## src/rtl/cp0_exc_ctrl_pkg.sv

```systemverilog
// cp0_exc_ctrl_pkg
//   Shared CP0 definitions for the exception sequencer: register numbers,
//   ExcCode values, Status/Cause field positions, the exception vector,
//   FSM state encodings and the Cause word builder.
//   Imported by cp0_int_arb and cp0_exc_ctrl.
package cp0_exc_ctrl_pkg;

  // CP0 register numbers
  localparam logic [4:0] CP0_BADVADDR = 5'd8;
  localparam logic [4:0] CP0_STATUS   = 5'd12;
  localparam logic [4:0] CP0_CAUSE    = 5'd13;
  localparam logic [4:0] CP0_EPC      = 5'd14;

  // ExcCode values
  typedef enum logic [4:0] {
    EXC_INT  = 5'd0,
    EXC_ADEL = 5'd4,
    EXC_ADES = 5'd5,
    EXC_SYS  = 5'd8,
    EXC_BP   = 5'd9,
    EXC_RI   = 5'd10,
    EXC_OV   = 5'd12
  } exc_code_t;

  // Status field positions
  localparam int ST_IE    = 0;
  localparam int ST_EXL   = 1;
  localparam int ST_IM_HW = 10;  // IM[2] is the first hardware interrupt mask

  // Exception entry address
  localparam logic [31:0] CP0_EXC_VECTOR = 32'hBFC00380;

  // Sequencer states
  localparam logic [2:0] S_IDLE     = 3'd0;
  localparam logic [2:0] S_W_BADV   = 3'd1;
  localparam logic [2:0] S_W_EPC    = 3'd2;
  localparam logic [2:0] S_W_CAUSE  = 3'd3;
  localparam logic [2:0] S_W_STATUS = 3'd4;
  localparam logic [2:0] S_W_ERET   = 3'd5;
  localparam logic [2:0] S_REDIRECT = 3'd6;

  // Winner of the IDLE-cycle request arbitration
  typedef enum logic [2:0] {
    SEL_NONE,
    SEL_EXC,
    SEL_ERET,
    SEL_INT,
    SEL_MTC0
  } req_sel_t;

  // Cause: BD at 31, IP[7:2] at 15:10, ExcCode at 6:2
  function automatic logic [31:0] make_cause(input logic bd, input logic [5:0] ip,
                                             input logic [4:0] code);
    return {bd, 15'b0, ip, 3'b0, code, 2'b0};
  endfunction

endpackage

```

## src/rtl/cp0_exc_ctrl_int_arb.sv

```systemverilog
// cp0_int_arb
//   Combinational interrupt-pending detection and IDLE-cycle request select.
//   Priority: exception > eret > interrupt > mtc0.
// Ports:
//   exc_valid, eret, mtc0_valid : commit-stage requests
//   hw_int                      : raw hardware interrupt lines
//   im_hw                       : Status.IM[7:2]
//   ie, exl                     : Status.IE / Status.EXL
//   int_pending                 : an unmasked interrupt may be taken
//   sel                         : winning request
module cp0_int_arb
  import cp0_exc_ctrl_pkg::*;
(
  input  logic       exc_valid,
  input  logic       eret,
  input  logic       mtc0_valid,
  input  logic [5:0] hw_int,
  input  logic [5:0] im_hw,
  input  logic       ie,
  input  logic       exl,
  output logic       int_pending,
  output req_sel_t   sel
);

  assign int_pending = (|(hw_int & im_hw)) & ie & ~exl;

  always_comb begin
    sel = SEL_NONE;
    if (exc_valid)        sel = SEL_EXC;
    else if (eret)        sel = SEL_ERET;
    else if (int_pending) sel = SEL_INT;
    else if (mtc0_valid)  sel = SEL_MTC0;
  end

endmodule

```

## src/rtl/cp0_exc_ctrl.sv

```systemverilog
// cp0_exc_ctrl
//   Exception/interrupt sequencer in front of the CP0 register file.
//   Serialises BadVAddr/EPC/Cause/Status writes onto the single write port,
//   holds the pipeline via busy and ends each sequence with a one-cycle flush.
//   Optional feature macro: CP0_BADVADDR_EN (adds the W_BADV state so that
//   AdEL/AdES write BadVAddr).
// Ports:
//   clk, rst                      : clock, synchronous active-high reset
//   exc_* , eret, mtc0_*          : commit-stage requests (sampled in IDLE only)
//   hw_int, int_pc                : interrupt lines and interrupt EPC
//   busy, flush, redirect_pc      : pipeline control
//   cp0_waddr, cp0_wen, cp0_wdata : register file write port
module cp0_exc_ctrl
  import cp0_exc_ctrl_pkg::*;
#(
  parameter logic [31:0] EXC_VECTOR = CP0_EXC_VECTOR
) (
  input  logic        clk,
  input  logic        rst,
  input  logic        exc_valid,
  input  logic [4:0]  exc_code,
  input  logic [31:0] exc_pc,
  input  logic        exc_bd,
  input  logic [31:0] exc_badvaddr,
  input  logic        eret,
  input  logic        mtc0_valid,
  input  logic [4:0]  mtc0_addr,
  input  logic [31:0] mtc0_data,
  input  logic [5:0]  hw_int,
  input  logic [31:0] int_pc,
  output logic        busy,
  output logic        flush,
  output logic [31:0] redirect_pc,
  output logic [4:0]  cp0_waddr,
  output logic [3:0]  cp0_wen,
  output logic [31:0] cp0_wdata
);

  logic [2:0]  state_reg, state_next;
  logic [31:0] status_reg, epc_reg;
  logic [4:0]  code_reg;
  logic [31:0] pc_reg;
  logic        bd_reg;
  logic [5:0]  ip_reg;
  logic        exl_cap_reg;    // EXL as seen when the exception was captured
  logic        eret_path_reg;  // REDIRECT target selects EPC instead of vector

`ifdef CP0_BADVADDR_EN
  logic [31:0] badv_reg;
`else
  logic        unused_badvaddr;
  assign unused_badvaddr = ^exc_badvaddr;
`endif

  logic       int_pending;
  req_sel_t   sel;
  logic       take_exc;
  logic [4:0] cap_code;
  logic       cap_addr_err;
  logic [31:0] epc_value, status_exl_set, status_exl_clr;

  cp0_int_arb u_arb (
    .exc_valid  (exc_valid),
    .eret       (eret),
    .mtc0_valid (mtc0_valid),
    .hw_int     (hw_int),
    .im_hw      (status_reg[ST_IM_HW +: 6]),
    .ie         (status_reg[ST_IE]),
    .exl        (status_reg[ST_EXL]),
    .int_pending(int_pending),
    .sel        (sel)
  );

  assign take_exc = (state_reg == S_IDLE) && (sel == SEL_EXC || sel == SEL_INT);
  assign cap_code = (sel == SEL_INT) ? EXC_INT : exc_code;
`ifdef CP0_BADVADDR_EN
  assign cap_addr_err = (cap_code == EXC_ADEL) || (cap_code == EXC_ADES);
`else
  assign cap_addr_err = 1'b0;
`endif

  assign epc_value      = bd_reg ? (pc_reg - 32'd4) : pc_reg;
  assign status_exl_set = {status_reg[31:2], 1'b1, status_reg[0]};
  assign status_exl_clr = {status_reg[31:2], 1'b0, status_reg[0]};

  // busy covers the request cycle itself so the pipeline stalls immediately
  assign busy = ~rst & ((state_reg != S_IDLE) | exc_valid | eret | int_pending);

  always_comb begin
    state_next = state_reg;
    case (state_reg)
      S_IDLE: begin
        if (take_exc) begin
          if (cap_addr_err)            state_next = S_W_BADV;
          else if (status_reg[ST_EXL]) state_next = S_W_CAUSE;
          else                         state_next = S_W_EPC;
        end else if (sel == SEL_ERET) begin
          state_next = S_W_ERET;
        end
      end
`ifdef CP0_BADVADDR_EN
      S_W_BADV:   state_next = exl_cap_reg ? S_W_CAUSE : S_W_EPC;
`endif
      S_W_EPC:    state_next = S_W_CAUSE;
      S_W_CAUSE:  state_next = S_W_STATUS;
      S_W_STATUS: state_next = S_REDIRECT;
      S_W_ERET:   state_next = S_REDIRECT;
      S_REDIRECT: state_next = S_IDLE;
      default:    state_next = S_IDLE;
    endcase
  end

  always_comb begin
    cp0_waddr   = '0;
    cp0_wen     = '0;
    cp0_wdata   = '0;
    flush       = 1'b0;
    redirect_pc = '0;
    case (state_reg)
      S_IDLE: begin
        // MTC0 is a same-cycle pass-through when nothing outranks it
        if (sel == SEL_MTC0) begin
          cp0_waddr = mtc0_addr;
          cp0_wen   = 4'hF;
          cp0_wdata = mtc0_data;
        end
      end
`ifdef CP0_BADVADDR_EN
      S_W_BADV: begin
        cp0_waddr = CP0_BADVADDR;
        cp0_wen   = 4'hF;
        cp0_wdata = badv_reg;
      end
`endif
      S_W_EPC: begin
        cp0_waddr = CP0_EPC;
        cp0_wen   = 4'hF;
        cp0_wdata = epc_value;
      end
      S_W_CAUSE: begin
        cp0_waddr = CP0_CAUSE;
        cp0_wen   = 4'hF;
        // a nested exception leaves EPC alone, so BD would be meaningless
        cp0_wdata = make_cause(bd_reg & ~exl_cap_reg, ip_reg, code_reg);
      end
      S_W_STATUS: begin
        cp0_waddr = CP0_STATUS;
        cp0_wen   = 4'hF;
        cp0_wdata = status_exl_set;
      end
      S_W_ERET: begin
        cp0_waddr = CP0_STATUS;
        cp0_wen   = 4'hF;
        cp0_wdata = status_exl_clr;
      end
      S_REDIRECT: begin
        flush       = 1'b1;
        redirect_pc = eret_path_reg ? epc_reg : EXC_VECTOR;
      end
      default: ;
    endcase
    // a reset cycle must not leak a write from an aborted sequence
    if (rst) begin
      cp0_waddr   = '0;
      cp0_wen     = '0;
      cp0_wdata   = '0;
      flush       = 1'b0;
      redirect_pc = '0;
    end
  end

  always_ff @(posedge clk) begin
    if (rst) begin
      state_reg     <= S_IDLE;
      status_reg    <= '0;
      epc_reg       <= '0;
      code_reg      <= '0;
      pc_reg        <= '0;
      bd_reg        <= 1'b0;
      ip_reg        <= '0;
      exl_cap_reg   <= 1'b0;
      eret_path_reg <= 1'b0;
`ifdef CP0_BADVADDR_EN
      badv_reg      <= '0;
`endif
    end else begin
      state_reg <= state_next;
      case (state_reg)
        S_IDLE: begin
          if (take_exc) begin
            code_reg      <= cap_code;
            pc_reg        <= (sel == SEL_INT) ? int_pc : exc_pc;
            bd_reg        <= (sel == SEL_INT) ? 1'b0 : exc_bd;
            ip_reg        <= hw_int;
            exl_cap_reg   <= status_reg[ST_EXL];
            eret_path_reg <= 1'b0;
`ifdef CP0_BADVADDR_EN
            badv_reg      <= exc_badvaddr;
`endif
          end else if (sel == SEL_ERET) begin
            eret_path_reg <= 1'b1;
          end else if (sel == SEL_MTC0) begin
            if (mtc0_addr == CP0_STATUS) status_reg <= mtc0_data;
            if (mtc0_addr == CP0_EPC)    epc_reg    <= mtc0_data;
          end
        end
        S_W_EPC:    epc_reg    <= epc_value;
        S_W_STATUS: status_reg <= status_exl_set;
        S_W_ERET:   status_reg <= status_exl_clr;
        default: ;
      endcase
    end
  end

endmodule

```

## config.mk

```make
export PLATFORM = sky130hd
export DESIGN_NAME = cp0_exc_ctrl
export DESIGN_NICKNAME = d
export VERILOG_FILES = /design/src/rtl/cp0_exc_ctrl_pkg.sv /design/src/rtl/cp0_exc_ctrl_int_arb.sv /design/src/rtl/cp0_exc_ctrl.sv
export SDC_FILE = /design/constraint.sdc
export NUM_CORES = 1
export LEC_CHECK = 0
export ABC_AREA = 1
export BUFFER_PORTS_ARGS = -buffer_cell sky130_fd_sc_hd__buf_2
export CORE_MARGIN = 3
export CORE_UTILIZATION = 40
export CTS_CLUSTER_SIZE = 28
export DETAILED_ROUTE_END_ITERATION = 7
export PLACE_DENSITY_LB_ADDON = 0.2
export RECOVER_POWER = 25
export SLEW_MARGIN = 20
export SYNTH_ARGS = -nofsm -noshare
export SYNTH_HDL_FRONTEND = slang
export SYNTH_SLANG_ARGS = --single-unit
```

## constraint.sdc

```tcl
create_clock -name clk -period 2.25 [get_ports clk]
set_input_delay 0.225 -clock clk [delete_from_list [all_inputs] [get_ports clk]]
set_output_delay 0.225 -clock clk [all_outputs]
set_load 0.1 [all_outputs]
```

Word-level counts from Yosys, hierarchy flattened --
Index checks and enable logic that the tools add are counted.
Word-level totals: output and inout port bits 75, bits in registers 113, word-level logic and storage cells 96
Operators by class: eq/ne operators 17, multiplexer cells 38, add/subtract/negate cells 1, reductions and logical operators 15, bitwise gates (word level) 15
Operators with widths (count):
- $mux W32 | 15
- $pmux W32 S5 | 1
- $pmux W32 S3 | 1
- $pmux W32 S2 | 1
- $sub A32 B3 Y32 const B | 1
- $pmux W5 S4 | 1
- $mux W3 | 6
- $mux W5 | 3
- $eq A3 B2 Y1 const B | 4
- $eq A3 B3 Y1 const B | 4
- $pmux W3 S4 | 1
- $eq A5 B4 Y1 const B | 2
- $reduce_and A5 Y1 | 2
- $mux W4 | 2
- $pmux W4 S2 | 1
- $not A1 Y1 | 7
- $reduce_and A7 Y1 | 1
- $and A6 B6 Y6 | 1
- $mux W1 | 6
- $ne A2 B1 Y1 const B | 3
- $reduce_bool A3 Y1 | 2
- $reduce_or A6 Y1 | 1
- $and A1 B1 Y1 | 4
- $ne A2 B2 Y1 const B | 2
- 10 further kinds | 14

Longest topological paths before layout --
word-level depth 12, mapped depth 13, depth with buffers taken out 13

By module --
A second synthesis with hierarchy kept.
Unflattened totals: cell total of the unflattened synthesis 1001, area total of the unflattened synthesis 6491.2 um2
Modules (own cells, without submodules):
- cp0_exc_ctrl | instances 1, sequential area each 2262.2 um2, area an instance 6394.9 um2, cells each 978
- cp0_int_arb | instances 1, sequential area each 0.0 um2, area an instance 96.3 um2, cells each 23

Least setup slack after synthesis --
No wires, ideal clock.
kind register to output, start point register state_reg[2], end point output port cp0_waddr[4], cell stages (with the launch flop) 4, arrival 2970 ps, setup slack -945 ps, required time 2025 ps, path through dfxtp_1 > nor3_4 > nand3_4 > nor3_1
On the way: longest elaborated chain between the ends 4, elaborated cells on any way between the ends 8, classes of those cells eq/ne: 4; mux: 2; reduce/logical: 2
Ends and longest elaborated chain:
- from (decl) | line cp0_exc_ctrl.sv:39 | logic [2:0] state_reg, state_next;
- from (signal assigned) | line cp0_exc_ctrl.sv:187 | state_reg <= state_next;
- $eq A3 B3 Y1 | line cp0_exc_ctrl.sv:119 | case (state_reg)
- $reduce_or A2 Y1 (no line)
- $pmux W5 S4 (*) | line cp0_exc_ctrl.sv:119
- $mux W5 (*) | line cp0_exc_ctrl.sv:163 | if (rst) begin
- to (decl) | line cp0_exc_ctrl.sv:34 | output logic [4:0] cp0_waddr,
Mark *: on every way between the ends. The rest lies on a longest branch, timed or not.

Worst setup path after layout --
start point register pc_reg[3], end point output port cp0_wdata[22]
On the way: longest elaborated chain between the ends 4
Ends and longest elaborated chain:
- from (decl) | line cp0_exc_ctrl.sv:42 | logic [31:0] pc_reg;
- from (signal assigned) | line cp0_exc_ctrl.sv:192 | pc_reg <= (sel == SEL_INT) ? int_pc : exc_pc;
- $sub A32 B3 Y32 | line cp0_exc_ctrl.sv:82 | assign epc_value = bd_reg ? (pc_reg - 32'd4) : pc_reg;
- $mux W32 | line cp0_exc_ctrl.sv:82
- $pmux W32 S5 | line cp0_exc_ctrl.sv:119
- $mux W32 | line cp0_exc_ctrl.sv:163
- to (decl) | line cp0_exc_ctrl.sv:36 | output logic [31:0] cp0_wdata
No other way between the ends.

==> metrics <==
status=finished with violations; failing checks=negative setup slack; Power Internal=6840 µW; clock share of power=a little under a quarter; most frequent cells after synthesis=nand2_1 (374), nor2_1 (243), inv_1 (134), dfxtp_1 (113), o21ai_0 (97); switching portion of total power=about 47%; skew final=8.45 ps; post-synthesis compound-gate area fraction=approximately 14%; Synth Area in Adders=0.179%; dpl ws=-22.2 ps; largest net degree at the start of global routing=71; static leakage=0.00533 µW; routing usage on met1=around 34%; most frequent cell after synthesis=nand2_1; final setup vio count=32; Clock Sinks=between 100 and 150; Clock transition at path regs=50 ps; Port Buffers=192; Max stage delay on crit path=360 ps; Pre-Repair DR Iteration Count=6; Final ANT Viol Nets=0; post-synth top area cell=dfxtp_1; fillers=between 1000 and 1500; antenna violations before repair=2; I/O pin count=225; final period utilization=109%; crit-path leading delay family=simple AND/OR/NAND/NOR gates; cell area after synthesis=0.00699 mm²; Vias/cell=5.19; row count=47; Critical Path Source Type=flop; first-pass GRT wire length=41500 µm; Worst slew margin=roughly 50%; DP HPWL=18400 µm; EDFF count, synth=0; FF-to-FF Start=status_reg[15]; mux share of post-synthesis cell area=0%; nets=1614; htree depth=4; post-layout util=66.7%; largest family of logic cells by synthesized area=simple AND/OR/NAND/NOR gates; CP max FO=5; worst hold start=mtc0_data[18]; CTS tree=yes; part of the Yosys area used for sequential elements=32.4%; f_max=408 MHz; Final Max Tran Viols=0; NetSw=6030 µW; Async SR Flop Fraction=0%; xor-xnor portion of the synthesized cell area=0%; worst hold slack=~55 ps; Die Width=138 µm; Tmin final=2450 ps; overall routing resource usage=26.6%; setup TNS=-3370 ps; grt total ovfl=0; drt drc=0; Core Footprint=0.0168 mm²; Most Crowded Layer GR=met2; vias in the first global route=8135; dominant synthesized flop cell=dfxtp_1; CTS Buf Count=17; crit path kind=flop to output port; Critical Path End Type=output port; height of the die=138 µm; Net Count, Synth=1382; CTS root buf=clkbuf_16; per-cell routed wire length=16.0 µm; met2 Use GR=44.6%; hold crit path type=primary input to flop; Max Cap Viol=0; Mapped Cells=1231; first element of the critical path=pc_reg[3]; CP Buf/Inv Count=4; drt total wl=~27000 µm; endpoints failing hold=0; Comb pwr share=53.9%; Inst Count DP=1623; RSZ-0062 raised after global routing=yes; simple-gate share of the synthesized area=41.6%; crit path cell chain=inv_4 > ha_4 > nand2_4 > inv_6 > nand2_4 > nor2_4 > nand3_4 > buf_4 > nand2_2 > nand3_4 > nand3_2 > and2_4 > buf_12; Initial Util=41.5%; Yosys Warn Count=0; Critical Path RT=2030 ps; Worst EP arrival=~2200 ps; Yosys reg bits=113; initial drt markers=about 720; Yosys cell types=29; clock buffer depth=2; area grow syn2layout=60.6%; Avg Cell Area, Syn=approximately 5.7 µm²; Area contributors post-synth=dfxtp_1 (32%), nand2_1 (20%), nor2_1 (13%); worst vdd ir=between 0.9 and 1 mV; layout cells sized above 1=35.1%; final worst slack=-201 ps; share of the synthesized area in the top cell type=32.4%; die area=0.0191 mm²; Power per Cell Area=roughly 1100 mW/mm²; vias=between 8000 and 9000; Clk Latency, worst-skew pair=420 ps; CP max-delay cell=dfxtp_4; fin cells=roughly 1700; share of power burned in registers=a little under a quarter; gpl congestion=around 0.90; Slew @ Worst Pin=747 ps; met3 usage=~5.6%
==> power by group through the flow <==
stage,logic [µW],registers (µW),clock network (µW)
floorplan,3990,2760,0
global placement,5670,2850,0
detailed placement,5720,2860,0
CTS,6260,2840,3000
global route,7440,2990,3110
finish,6930,2940,3000
==> metal layers <==
| metal | share of wire (%) | wire [µm] |
|---|---|---|
| met4 | 2.7 | 723 |
| met2 | 49 | 13400 |
| met3 | 7.0 | 1900 |
| met1 | 41 | 11200 |
| met5 | 0 | 0 |
==> logic make-up after synthesis <==
| group | Yosys count |
|---|---|
| flip-flops | 113 |
| adder cells (fa/ha/maj) | 1 |
| AND/OR/NAND/NOR | 721 |
| buffers and inverters | 205 |
| AO/OA/AOI/OAI | 191 |
==> metrics by stage <==
| step | power, µW | cell area (µm²) |
|---|---|---|
| finish | 12900 | 11200 |
| global route | 13500 | 11200 |
| CTS | 12100 | 10600 |
| detailed placement | 8590 | 9350 |
| global placement | 8520 | 9350 |
| floorplan | 6750 | 7450 |
==> cells in the final DEF (no fill, tap or decap), drive strengths merged, types with 4 or more instances in the layout <==
| cell | netlist | routed |
|---|---|---|
| a31oi | 16 | 16 |
| o21ai | 97 | 97 |
| clkinvlp | 0 | 6 |
| nand3 | 67 | 67 |
| inv | 137 | 136 |
| nand4 | 14 | 14 |
| a21oi | 71 | 71 |
| nor2 | 245 | 245 |
| nor3 | 15 | 15 |
| nand2 | 376 | 376 |
| clkbuf | 39 | 28 |
| dfxtp | 113 | 113 |
| bufinv | 0 | 5 |
| clkinv | 1 | 5 |
| o21bai | 4 | 4 |
| buf | 28 | 270 |
==> worst paths after layout <==
| kind | cells past startpoint | end | slack, ps |
|---|---|---|---|
| setup / recovery | 13 | cp0_wdata[22] | -200 |
| hold / removal | 3 | status_reg[18] | 60 |
| setup reg to reg | 11 | status_reg[29] | 100 |
| hold reg to reg | 2 | epc_reg[12] | 470 |
==> area by class of cell <==
cell class	instances	area (µm²)	share of cell area, %
Clock buffer	18	439	3.91
Antenna cell	3	7.51	0.0669
Sequential cell	113	2290	20.4
Inverter	138	542	4.83
Timing Repair Buffer	280	2490	22.2
Tap cell	220	275	2.45
Multi-Input combinational cell	913	4970	44.3
Clock inverter	14	211	1.88
==> worst min-delay path: stages <==
cell and delay (ps):
buf_2 90, nor2_1 40, nor2_1 80
==> what timing repair did <==
| action | CTS | global route |
|---|---|---|
| pin swaps | 33 | 56 |
| setup buffers | 22 | 17 |
| hold buffers | 0 | 0 |
| cloned | 2 | 2 |
| gates resized for setup | 127 | 145 |
| endpoints found under the setup margin | 71 | 69 |
No activity file was read; power rests on OpenSTA's default activity.
